**src/rtl/br_commit_queue.sv**
```systemverilog
// In-order branch commit queue: fetch allocates, execute resolves by tag out of order,
// commit retires the head and emits BTB training plus a misprediction redirect.
module br_commit_queue #(
    parameter int ADDR  = 32,
    parameter int DEPTH = 8,
    parameter int TAG   = $clog2(DEPTH)
) (
    input  logic            clk,
    input  logic            reset_,
    input  logic            alloc_,
    input  logic [ADDR-1:0] alloc_pc,
    input  logic            alloc_pred_taken,
    input  logic [ADDR-1:0] alloc_pred_tar,
    output logic [TAG-1:0]  alloc_tag,
    output logic            queue_full,
    output logic            queue_empty,
    input  logic            resolve_,
    input  logic [TAG-1:0]  resolve_tag,
    input  logic            resolve_taken,
    input  logic [ADDR-1:0] resolve_tar,
    input  logic            commit_,
    output logic            commit_ready,
    input  logic            flush_,
    output logic            pc_chg_com_,
    output logic            chg_taken_,
    output logic [ADDR-1:0] com_addr,
    output logic [ADDR-1:0] com_tar_addr,
    output logic            mispred_,
    output logic [ADDR-1:0] redirect_addr
);

    localparam logic [TAG:0]    C_FULL    = (TAG+1)'(DEPTH);
    localparam logic [TAG:0]    C_CNT_ONE = (TAG+1)'(1);
    localparam logic [TAG-1:0]  C_TAG_ONE = TAG'(1);
    localparam logic [ADDR-1:0] C_FOUR    = ADDR'(4);

    logic [DEPTH-1:0] r_valid;
    logic [DEPTH-1:0] r_resolved;
    logic [ADDR-1:0]  r_pc        [DEPTH];
    logic             r_pred_taken[DEPTH];
    logic [ADDR-1:0]  r_pred_tar  [DEPTH];
    logic             r_act_taken [DEPTH];
    logic [ADDR-1:0]  r_act_tar   [DEPTH];

    logic [TAG-1:0]   r_head;
    logic [TAG-1:0]   r_tail;
    logic [TAG:0]     r_count;

    logic             r_pc_chg_com_;
    logic             r_chg_taken_;
    logic [ADDR-1:0]  r_com_addr;
    logic [ADDR-1:0]  r_com_tar_addr;
    logic             r_mispred_;
    logic [ADDR-1:0]  r_redirect_addr;

    logic             w_flush;
    logic             w_alloc;
    logic             w_resolve;
    logic             w_commit;
    logic             w_mispred;
    logic             w_clear;
    logic [ADDR-1:0]  w_redirect;

    // Handshakes: an active-low request is taken on the edge where it is sampled low
    // and its ready condition (not full / head resolved) holds from pre-edge state.
    assign alloc_tag    = r_tail;
    assign queue_full   = (r_count == C_FULL);
    assign queue_empty  = (r_count == '0);
    assign commit_ready = r_valid[r_head] & r_resolved[r_head];

    assign w_flush    = ~flush_;
    assign w_alloc    = ~alloc_ & ~queue_full;
    assign w_resolve  = ~resolve_ & r_valid[resolve_tag];
    assign w_commit   = ~commit_ & commit_ready & ~w_flush;
    assign w_mispred  = (r_pred_taken[r_head] != r_act_taken[r_head]) |
                        (r_act_taken[r_head] & (r_pred_tar[r_head] != r_act_tar[r_head]));
    assign w_clear    = w_flush | (w_commit & w_mispred);
    assign w_redirect = r_act_taken[r_head] ? r_act_tar[r_head] : (r_pc[r_head] + C_FOUR);

    always_ff @(posedge clk) begin
        if (!reset_) begin
            r_valid         <= '0;
            r_resolved      <= '0;
            r_head          <= '0;
            r_tail          <= '0;
            r_count         <= '0;
            r_pc_chg_com_   <= 1'b1;
            r_chg_taken_    <= 1'b1;
            r_mispred_      <= 1'b1;
            r_com_addr      <= '0;
            r_com_tar_addr  <= '0;
            r_redirect_addr <= '0;
        end else begin
            r_pc_chg_com_ <= 1'b1;
            r_chg_taken_  <= 1'b1;
            r_mispred_    <= 1'b1;
            if (w_commit) begin
                r_pc_chg_com_  <= 1'b0;
                r_chg_taken_   <= ~r_act_taken[r_head];
                r_com_addr     <= r_pc[r_head];
                r_com_tar_addr <= r_act_tar[r_head];
                if (w_mispred) begin
                    r_mispred_      <= 1'b0;
                    r_redirect_addr <= w_redirect;
                end
            end
            if (w_clear) begin
                // Flush or redirect: every in-flight entry is on the wrong path.
                r_valid    <= '0;
                r_resolved <= '0;
                r_head     <= '0;
                r_tail     <= '0;
                r_count    <= '0;
            end else begin
                if (w_resolve) begin
                    r_resolved[resolve_tag] <= 1'b1;
                end
                if (w_alloc) begin
                    r_valid[r_tail]    <= 1'b1;
                    r_resolved[r_tail] <= 1'b0;
                    r_tail             <= r_tail + C_TAG_ONE;
                end
                if (w_commit) begin
                    r_valid[r_head] <= 1'b0;
                    r_head          <= r_head + C_TAG_ONE;
                end
                case ({w_alloc, w_commit})
                    2'b10:   r_count <= r_count + C_CNT_ONE;
                    2'b01:   r_count <= r_count - C_CNT_ONE;
                    default: r_count <= r_count;
                endcase
            end
        end
    end

    // Payload storage needs no reset; it is only read behind the valid/resolved bits.
    always_ff @(posedge clk) begin
        if (w_alloc) begin
            r_pc[r_tail]         <= alloc_pc;
            r_pred_taken[r_tail] <= alloc_pred_taken;
            r_pred_tar[r_tail]   <= alloc_pred_tar;
        end
        if (w_resolve) begin
            r_act_taken[resolve_tag] <= resolve_taken;
            r_act_tar[resolve_tag]   <= resolve_tar;
        end
    end

    assign pc_chg_com_   = r_pc_chg_com_;
    assign chg_taken_    = r_chg_taken_;
    assign com_addr      = r_com_addr;
    assign com_tar_addr  = r_com_tar_addr;
    assign mispred_      = r_mispred_;
    assign redirect_addr = r_redirect_addr;

endmodule

```
**config.mk**
```make
export PLATFORM = sky130hd
export DESIGN_NAME = br_commit_queue
export DESIGN_NICKNAME = d
export VERILOG_FILES = /design/src/rtl/br_commit_queue.sv
export SDC_FILE = /design/constraint.sdc
export NUM_CORES = 1
export LEC_CHECK = 0
export ABC_AREA = 1
export CAP_MARGIN = 20
export CELL_PAD_IN_SITES_DETAIL_PLACEMENT = 1
export CELL_PAD_IN_SITES_GLOBAL_PLACEMENT = 1
export CORE_MARGIN = 2
export CORE_UTILIZATION = 47
export CTS_CLUSTER_SIZE = 14
export DETAILED_ROUTE_END_ITERATION = 16
export GPL_ROUTABILITY_DRIVEN = 0
export MAX_ROUTING_LAYER = met4
export PLACE_DENSITY_LB_ADDON = 0.1
export SLEW_MARGIN = 20
export SYNTH_ARGS = -nofsm -noshare
export SYNTH_HDL_FRONTEND = slang
export SYNTH_SLANG_ARGS = --single-unit
```
**constraint.sdc**
```tcl
create_clock -name clk -period 6.5 [get_ports clk]
set_input_delay 1.3 -clock clk [delete_from_list [all_inputs] [get_ports clk]]
set_output_delay 1.3 -clock clk [all_outputs]
set_load 0.02 [all_outputs]
```
==> results of run 1 <==
-- cell type report --
class	instances	area [µm²]
Fill cell	9308	37500
Sequential cell	912	26100
Multi-Input combinational cell	2573	10900
Timing Repair Buffer	270	2640
Clock buffer	116	2570
Inverter	444	1690
Tap cell	1080	1350
Clock inverter	63	656
Antenna cell	14	35.0
-- through the flow --
stage	worst slack, ns	utilization	power, mW
2_1_floorplan	1.42	-	6.69
3_3_place_gp	2.13	0.511	6.90
3_5_place_dp	2.01	0.511	6.92
4_1_cts	1.91	0.550	12.5
5_1_grt	1.45	0.550	12.8
6_report	1.89	0.550	12.5
-- registers in the layout, indices dropped and copies added, names as in the netlist, 3 cells and up, named ones only --
register       count
r_pred_tar       256
r_resolved         8
com_tar_addr      32
r_pred_taken       8
com_addr          32
redirect_addr     32
r_head             3
r_act_tar        256
alloc_tag          3
r_count            4
r_act_taken        8
r_valid            8
r_pc             256
-- worst reg2reg max path: cells and delay by family, from the launching register on --
family | cells | cell delay [ns]
compound gates | 3 | 0.81
buf+inv | 3 | 1.61
flops | 1 | 0.48
simple gates | 10 | 1.58
-- per-layer routing --
metal,up-vias,global-route usage,part of all wire
met2,889,0.473,0.47
li1,13804,-,-
met3,160,0.0420,0.063
met1,14904,0.422,0.45
met4,0,0.0770,0.021
met5,-,-,0
-- worst max path at each step --
stage | start | endpoint | depth (start not counted)
2_1_floorplan | alloc_ | r_pc[0][0] | 3
3_3_place_gp | flop | redirect_addr[30] | 16
3_5_place_dp | flop | redirect_addr[3] | 16
4_1_cts | flop | redirect_addr[9] | 16
5_1_grt | flop | redirect_addr[9] | 16
6_report | flop | redirect_addr[9] | 16
-- synth_stat cells, drive strengths merged --
cell and n:
fa 1, nor2 533, o21bai 1, buf 155
nand3 362, o22ai 26, o211ai 1, nor3 3
o21ai 311, nand2 1301, clkbuf 46, clkinv 2
nor4 1, a31oi 1, xnor2 2, a21oi 10
dfxtp 128, ha 6, edfxtp 784, and2 2
xor2 4, o41ai 1, nand4 7, inv 442
-- logic make-up after synthesis --
group | count (synthesis) | share of synthesized area
adder cells (fa/ha/maj) | 7 | 0.00241
AO/OA/AOI/OAI | 351 | 0.0457
XOR/XNOR | 6 | 0.00133
AND/OR/NAND/NOR | 2209 | 0.223
buffers and inverters | 645 | 0.0661
flip-flops | 912 | 0.661
-- power by group --
part / internal (mW) / switching, mW
clock network: 3.33 / 2.34
registers: 6.40 / 0.0126
logic: 0.117 / 0.267
total: 9.85 / 2.62
==> flow_results.xml, run 1 <==
<?xml version="1.0" encoding="UTF-8"?>
<metrics>
  <group name="min_path">
    <metric name="hold_start" unit="">com_addr[3]</metric>
    <metric name="hold_end" unit="">com_addr[3]</metric>
    <metric name="hold_path_class" unit="">reg -&gt; reg</metric>
    <metric name="hold_depth" unit="">2</metric>
  </group>
  <group name="worst_setup_path">
    <metric name="worstPathMaxFanout" unit="">136</metric>
    <metric name="critical_path.max_stage_delay" unit="ns">0.66</metric>
    <metric name="worst_ep_arrival_time" unit="ns">5.15</metric>
    <metric name="critPathBufInv" unit="">3</metric>
    <metric name="crit_top_cell" unit="">nand2_1</metric>
    <metric name="worstSetupStartpointType" unit="">flop</metric>
    <metric name="crit_path_cell_chain" unit="">inv_8 &gt; buf_12 &gt; o21ai_0 &gt; o21ai_1 &gt; nand2_1 &gt; nand2_1 &gt; nand2_1 &gt; nor2_1 &gt; nand2_1 &gt; nor2_1 &gt; nand3_1 &gt; o21bai_4 &gt; buf_4 &gt; nand2_1 &gt; nand2_1 &gt; nor2_1</metric>
    <metric name="ff2ff_setup_slack" unit="ns">1.89</metric>
    <metric name="worstSetupEndpointType" unit="">flop</metric>
    <metric name="critical_path_class" unit="">reg -&gt; reg</metric>
    <metric name="worstRegToRegCells" unit="">16</metric>
    <metric name="crit_path_top_delay_cell" unit="">inv_8</metric>
    <metric name="critPathRequiredTime" unit="ns">7.04</metric>
    <metric name="worstReg2RegEnd" unit="">redirect_addr[9]</metric>
    <metric name="cp_top_family" unit="">buffers and inverters</metric>
  </group>
  <group name="cts">
    <metric name="cts.repair.resized" unit="">0</metric>
    <metric name="tritoncts" unit="">yes</metric>
    <metric name="post_cts_buffers" unit="">0</metric>
    <metric name="path_clk_slew" unit="ns">0.06</metric>
    <metric name="quantity_of_hold_fixing_buffers_added_after_cts" unit="">0</metric>
    <metric name="clockRootBuffer" unit="">clkbuf_16</metric>
    <metric name="cts-buffers-inserted" unit="">95</metric>
    <metric name="cts_htree_levels" unit="">3</metric>
    <metric name="cts_buffer_depth" unit="">3</metric>
    <metric name="cts_num_sinks" unit="">912</metric>
    <metric name="worst_skew_pair.late_latency" unit="ns">0.66</metric>
  </group>
  <group name="drt">
    <metric name="drt-pass1-iter-count" unit="">5</metric>
    <metric name="drc_markers" unit="">0</metric>
    <metric name="routed-via-count" unit="">29757</metric>
    <metric name="drt-vias-per-instance" unit="">5.44</metric>
    <metric name="number_of_design_rule_violations_left_by_the_first_detailed_router_iteration" unit="">2564</metric>
    <metric name="totalWireLength" unit="µm">127000</metric>
    <metric name="wl_per_cell" unit="µm">23.2</metric>
    <metric name="drtAntennaViolNets" unit="">0</metric>
  </group>
  <group name="die">
    <metric name="core.rowCount" unit="">106</metric>
    <metric name="io-pin-count" unit="">212</metric>
    <metric name="chip_height" unit="µm">294</metric>
    <metric name="die_x" unit="µm">294</metric>
    <metric name="core_area" unit="µm²">83400</metric>
    <metric name="start_util" unit="">0.473</metric>
    <metric name="die_area" unit="µm²">86300</metric>
  </group>
  <group name="final_layout">
    <metric name="layout_common_cells" unit="">nand2_1 (1299), edfxtp_1 (784), nor2_1 (516)</metric>
    <metric name="area.growth.synth_to_final" unit="%">16.3</metric>
    <metric name="final_net_count" unit="">4410</metric>
    <metric name="finish.instance_area" unit="µm²">45900</metric>
    <metric name="post_route_cells_drive_above_1_share" unit="">0.0553</metric>
    <metric name="mostFrequentLayoutCell" unit="">nand2_1</metric>
    <metric name="final_instance_count_without_filler_cells" unit="">5472</metric>
  </group>
  <group name="timing">
    <metric name="finalCritPeriodShare" unit="">0.709</metric>
    <metric name="worst_slew_pin_slew" unit="ns">1.20</metric>
    <metric name="timing.final.max_slew_violations" unit="">0</metric>
    <metric name="setup_viol_count_final" unit="">0</metric>
    <metric name="maxSlewHeadroom" unit="">0.192</metric>
    <metric name="fmax" unit="MHz">217</metric>
    <metric name="hold_ws" unit="ns">0.479</metric>
    <metric name="finalWorstPathRequiredPeriod" unit="ns">4.61</metric>
    <metric name="setup_repair_after_global_routing_missed_its_margin" unit="">no</metric>
    <metric name="worst_clock_skew" unit="ns">0.0214</metric>
    <metric name="hold_viol" unit="">0</metric>
    <metric name="final.setup.tns" unit="ns">0</metric>
  </group>
  <group name="grt">
    <metric name="antenna_found_initial" unit="">17</metric>
    <metric name="grt_first_pass_wirelength" unit="µm">189000</metric>
    <metric name="grt_remaining_overflow" unit="">0</metric>
    <metric name="maximum_number_of_pins_on_one_net_before_global_route_repair" unit="">145</metric>
    <metric name="track_usage" unit="">0.303</metric>
    <metric name="first_global_vias" unit="">30215</metric>
  </group>
  <group name="power_and_ir_drop">
    <metric name="p_per_area" unit="nW/µm²">271</metric>
    <metric name="ir_worst_vdd" unit="V">0.000197</metric>
    <metric name="power.leakage" unit="nW">18.7</metric>
  </group>
  <group name="logic_synthesis">
    <metric name="yosys.cell_types.count" unit="">34</metric>
    <metric name="yosys-top-cells-area" unit="">edfxtp_1 (60%), nand2_1 (12%), dfxtp_1 (6.5%)</metric>
    <metric name="synth.ff_latch_count" unit="">912</metric>
    <metric name="yosysWarnings" unit="">0</metric>
    <metric name="post_synth_inst_count" unit="">4130</metric>
    <metric name="ys_seq_area_frac" unit="">0.661</metric>
    <metric name="synth_nets" unit="">4244</metric>
    <metric name="yosysTopAreaCell" unit="">edfxtp_1</metric>
    <metric name="mean_syn_cell_area" unit="µm²">9.56</metric>
    <metric name="synthDominantCellAreaShare" unit="">0.597</metric>
    <metric name="netlist_area" unit="µm²">39500</metric>
  </group>
  <group name="placement">
    <metric name="placement.io_buffers" unit="">211</metric>
    <metric name="placedInstanceArea" unit="µm²">42700</metric>
    <metric name="detailed_place_hpwl" unit="µm">79700</metric>
    <metric name="place.detailed.instances" unit="">5279</metric>
  </group>
  <group name="job">
    <metric name="timing.max_cap.violations" unit="">0</metric>
  </group>
  <group name="status">
    <metric name="outcome" unit="">finished, final reports clean</metric>
  </group>
</metrics>
(Power assumes the default switching activity.)
==> inputs of run 2 (changes only) <==
==> constraint.sdc (replaced) <==
create_clock -name clk -period 4.8 [get_ports clk]
set_input_delay 0.96 -clock clk [delete_from_list [all_inputs] [get_ports clk]]
set_output_delay 0.96 -clock clk [all_outputs]
set_load 0.02 [all_outputs]
==> run 2 against run 1 <==
Total power grew 37%. Sequential power is 35% higher. Wire length fell by 0.40%. Fmax grew 15%. Sequential share of layout area is 0.45 points lower. Clock power is 39% higher. Largest cell class unchanged. Cell area up 0.80%. First-iteration DRC count grew 5.4%. Critical path depth stayed put. Combinational power up 38%. Critical path type unchanged. Global-route usage fell by 0.21 points. Via count is 0.58% higher. Highest routed layer unchanged.
==> flow_results.xml, run 2 (same netlist as run 1, synthesis figures left out) <==
<?xml version="1.0" encoding="UTF-8"?>
<metrics>
  <group name="die">
    <metric name="die_x" unit="µm">294</metric>
    <metric name="start_util" unit="">0.473</metric>
    <metric name="io-pin-count" unit="">212</metric>
    <metric name="core.rowCount" unit="">106</metric>
    <metric name="chip_height" unit="µm">294</metric>
    <metric name="core_area" unit="µm²">83400</metric>
    <metric name="die_area" unit="µm²">86300</metric>
  </group>
  <group name="cts">
    <metric name="clockRootBuffer" unit="">clkbuf_16</metric>
    <metric name="quantity_of_hold_fixing_buffers_added_after_cts" unit="">0</metric>
    <metric name="tritoncts" unit="">yes</metric>
    <metric name="cts_buffer_depth" unit="">3</metric>
    <metric name="cts.repair.resized" unit="">0</metric>
    <metric name="cts-buffers-inserted" unit="">98</metric>
    <metric name="worst_skew_pair.late_latency" unit="ns">0.66</metric>
    <metric name="path_clk_slew" unit="ns">0.06</metric>
    <metric name="cts_htree_levels" unit="">3</metric>
    <metric name="post_cts_buffers" unit="">0</metric>
    <metric name="cts_num_sinks" unit="">912</metric>
  </group>
  <group name="power_and_ir_drop">
    <metric name="ir_worst_vdd" unit="V">0.000312</metric>
    <metric name="power_frac_seq" unit="">0.509</metric>
    <metric name="p_per_area" unit="nW/µm²">369</metric>
    <metric name="switchingPower" unit="mW">3.55</metric>
    <metric name="power.combinational.fraction" unit="">0.031</metric>
    <metric name="switching_share" unit="">0.208</metric>
    <metric name="p_int" unit="mW">13.5</metric>
    <metric name="power.leakage" unit="nW">18.8</metric>
    <metric name="power_frac_clock" unit="">0.460</metric>
  </group>
  <group name="worst_setup_path">
    <metric name="critical_path_class" unit="">reg -&gt; reg</metric>
    <metric name="worstPathMaxFanout" unit="">97</metric>
    <metric name="ff2ff_setup_slack" unit="ns">0.80</metric>
    <metric name="crit_path_top_delay_cell" unit="">o21ai_1</metric>
    <metric name="crit_path_cell_chain" unit="">inv_8 &gt; nand2_1 &gt; nand3_1 &gt; nand2_1 &gt; o21ai_1 &gt; nand2_1 &gt; nand2_1 &gt; nor2_1 &gt; nand2_1 &gt; nor2_1 &gt; nand3_1 &gt; o21bai_4 &gt; buf_4 &gt; nand2_1 &gt; nand2_1 &gt; nor2_1</metric>
    <metric name="worst_ep_arrival_time" unit="ns">4.58</metric>
    <metric name="critPathBufInv" unit="">2</metric>
    <metric name="worstSetupStartpointType" unit="">flop</metric>
    <metric name="critPathRequiredTime" unit="ns">5.38</metric>
    <metric name="worstRegToRegCells" unit="">16</metric>
    <metric name="worstSetupEndpointType" unit="">flop</metric>
    <metric name="worstReg2RegEnd" unit="">redirect_addr[3]</metric>
    <metric name="cp_num_cells" unit="">16</metric>
    <metric name="cp_top_family" unit="">simple AND/OR/NAND/NOR gates</metric>
    <metric name="critical_path.max_stage_delay" unit="ns">0.89</metric>
    <metric name="crit_top_cell" unit="">nand2_1</metric>
  </group>
  <group name="grt">
    <metric name="track_usage" unit="">0.301</metric>
    <metric name="first_global_vias" unit="">30414</metric>
    <metric name="maximum_number_of_pins_on_one_net_before_global_route_repair" unit="">122</metric>
    <metric name="antenna_found_initial" unit="">15</metric>
    <metric name="grt_first_pass_wirelength" unit="µm">188000</metric>
    <metric name="grt_remaining_overflow" unit="">0</metric>
  </group>
  <group name="min_path">
    <metric name="hold_path_class" unit="">reg -&gt; reg</metric>
    <metric name="hold_start" unit="">com_addr[1]</metric>
    <metric name="hold_depth" unit="">2</metric>
    <metric name="hold_end" unit="">com_addr[1]</metric>
  </group>
  <group name="drt">
    <metric name="drtAntennaViolNets" unit="">0</metric>
    <metric name="drt-vias-per-instance" unit="">5.45</metric>
    <metric name="wl_per_cell" unit="µm">23.1</metric>
    <metric name="routed-via-count" unit="">29930</metric>
    <metric name="drt-pass1-iter-count" unit="">6</metric>
    <metric name="number_of_design_rule_violations_left_by_the_first_detailed_router_iteration" unit="">2703</metric>
    <metric name="drc_markers" unit="">0</metric>
    <metric name="totalWireLength" unit="µm">127000</metric>
  </group>
  <group name="timing">
    <metric name="final.setup.tns" unit="ns">0</metric>
    <metric name="finalWorstPathRequiredPeriod" unit="ns">4.00</metric>
    <metric name="timing.final.max_slew_violations" unit="">0</metric>
    <metric name="hold_viol" unit="">0</metric>
    <metric name="setup_viol_count_final" unit="">0</metric>
    <metric name="maxSlewHeadroom" unit="">0.234</metric>
    <metric name="setup_repair_after_global_routing_missed_its_margin" unit="">no</metric>
    <metric name="finalCritPeriodShare" unit="">0.833</metric>
    <metric name="worst_clock_skew" unit="ns">0.0209</metric>
    <metric name="fmax" unit="MHz">250</metric>
    <metric name="worst_slew_pin_slew" unit="ns">1.14</metric>
  </group>
  <group name="final_layout">
    <metric name="layout.filler_cells" unit="">9238</metric>
    <metric name="area_taken_by_flip_flops_and_latches" unit="µm²">26100</metric>
    <metric name="final_net_count" unit="">4432</metric>
    <metric name="multiInputGateArea" unit="µm²">10900</metric>
    <metric name="layout.core_utilization" unit="">0.555</metric>
    <metric name="mostFrequentLayoutCell" unit="">nand2_1</metric>
    <metric name="largestRegisters" unit="">r_act_tar (256), r_pc (256), r_pred_tar (256)</metric>
    <metric name="area.growth.synth_to_final" unit="%">17.3</metric>
    <metric name="post_route_cells_drive_above_1_share" unit="">0.0589</metric>
    <metric name="layout_common_cells" unit="">nand2_1 (1299), edfxtp_1 (784), nor2_1 (516)</metric>
  </group>
  <group name="placement">
    <metric name="detailed_place_hpwl" unit="µm">79500</metric>
    <metric name="placement.io_buffers" unit="">211</metric>
  </group>
  <group name="job">
    <metric name="timing.max_cap.violations" unit="">0</metric>
  </group>
  <group name="status">
    <metric name="outcome" unit="">finished, final reports clean</metric>
  </group>
</metrics>
[run 2: cell types whose count changed in the layout (fill, tap and decap cells not counted), moves of 4 or more]
| cell | delta |
|---|---|
| buf_12 | +9 |
| clkinv_2 | -6 |
| buf_4 | +10 |
| clkbuf_1 | +5 |
| clkbuf_8 | +6 |
| clkinvlp_4 | -4 |
[run 2: cell type report]
type,instances,share of cell area
clock buffer,130,0.0590
inverter,444,0.0364
tap,1080,0.0292
multi-input combinational,2573,0.235
sequential,912,0.564
antenna,15,0.000811
clock inverter,51,0.0131
timing repair buffer,289,0.0626
[run 2: worst min-delay path, delay by kind of cell (launching register included)]
| family | cells | cell delay [ns] |
|---|---|---|
| DFF | 1 | 0.31 |
| and+or+nand+nor | 2 | 0.12 |
[run 2: how the worst max path moves through the flow]
stage / end / slack (ns) / from
3_3_place_gp: redirect_addr[13] / 0.91 / flop
3_5_place_dp: redirect_addr[22] / 0.88 / flop
5_1_grt: redirect_addr[22] / 0.40 / flop
6_report: redirect_addr[3] / 0.80 / flop
2_1_floorplan: r_pc[0][0] / 0.06 / alloc_
4_1_cts: redirect_addr[22] / 0.84 / flop
[run 2: through the flow]
step / worst slack [ns] / power (mW) / std cells / hold slack, ns / instance area [µm²]
floorplan: 0.0609 / 9.06 / 4130 / 0.484 / 39500
global placement: 0.909 / 9.36 / 5298 / 0.460 / 42900
detailed placement: 0.877 / 9.37 / 5298 / 0.461 / 42900
CTS: 0.843 / 17.2 / 5479 / 0.471 / 46200
global route: 0.403 / 17.5 / 5494 / 0.510 / 46300
finish: 0.804 / 17.1 / 5494 / 0.469 / 46300
[run 2: per-layer routing]
metal | global-route usage | share of wire | vias to the layer above
met5 | - | 0 | -
met3 | 0.0585 | 0.073 | 180
met1 | 0.403 | 0.44 | 14927
met2 | 0.467 | 0.46 | 966
met4 | 0.0928 | 0.027 | 0
li1 | - | - | 13857
[run 2: power by group through the flow]
stage / clock network (mW) / logic (mW) / registers (mW)
after global placement: 0 / 0.508 / 8.85
final: 7.86 / 0.530 / 8.68
after floorplan: 0 / 0.202 / 8.86
after global routing: 8.23 / 0.579 / 8.68
after CTS: 7.95 / 0.527 / 8.68
after detailed placement: 0 / 0.521 / 8.85
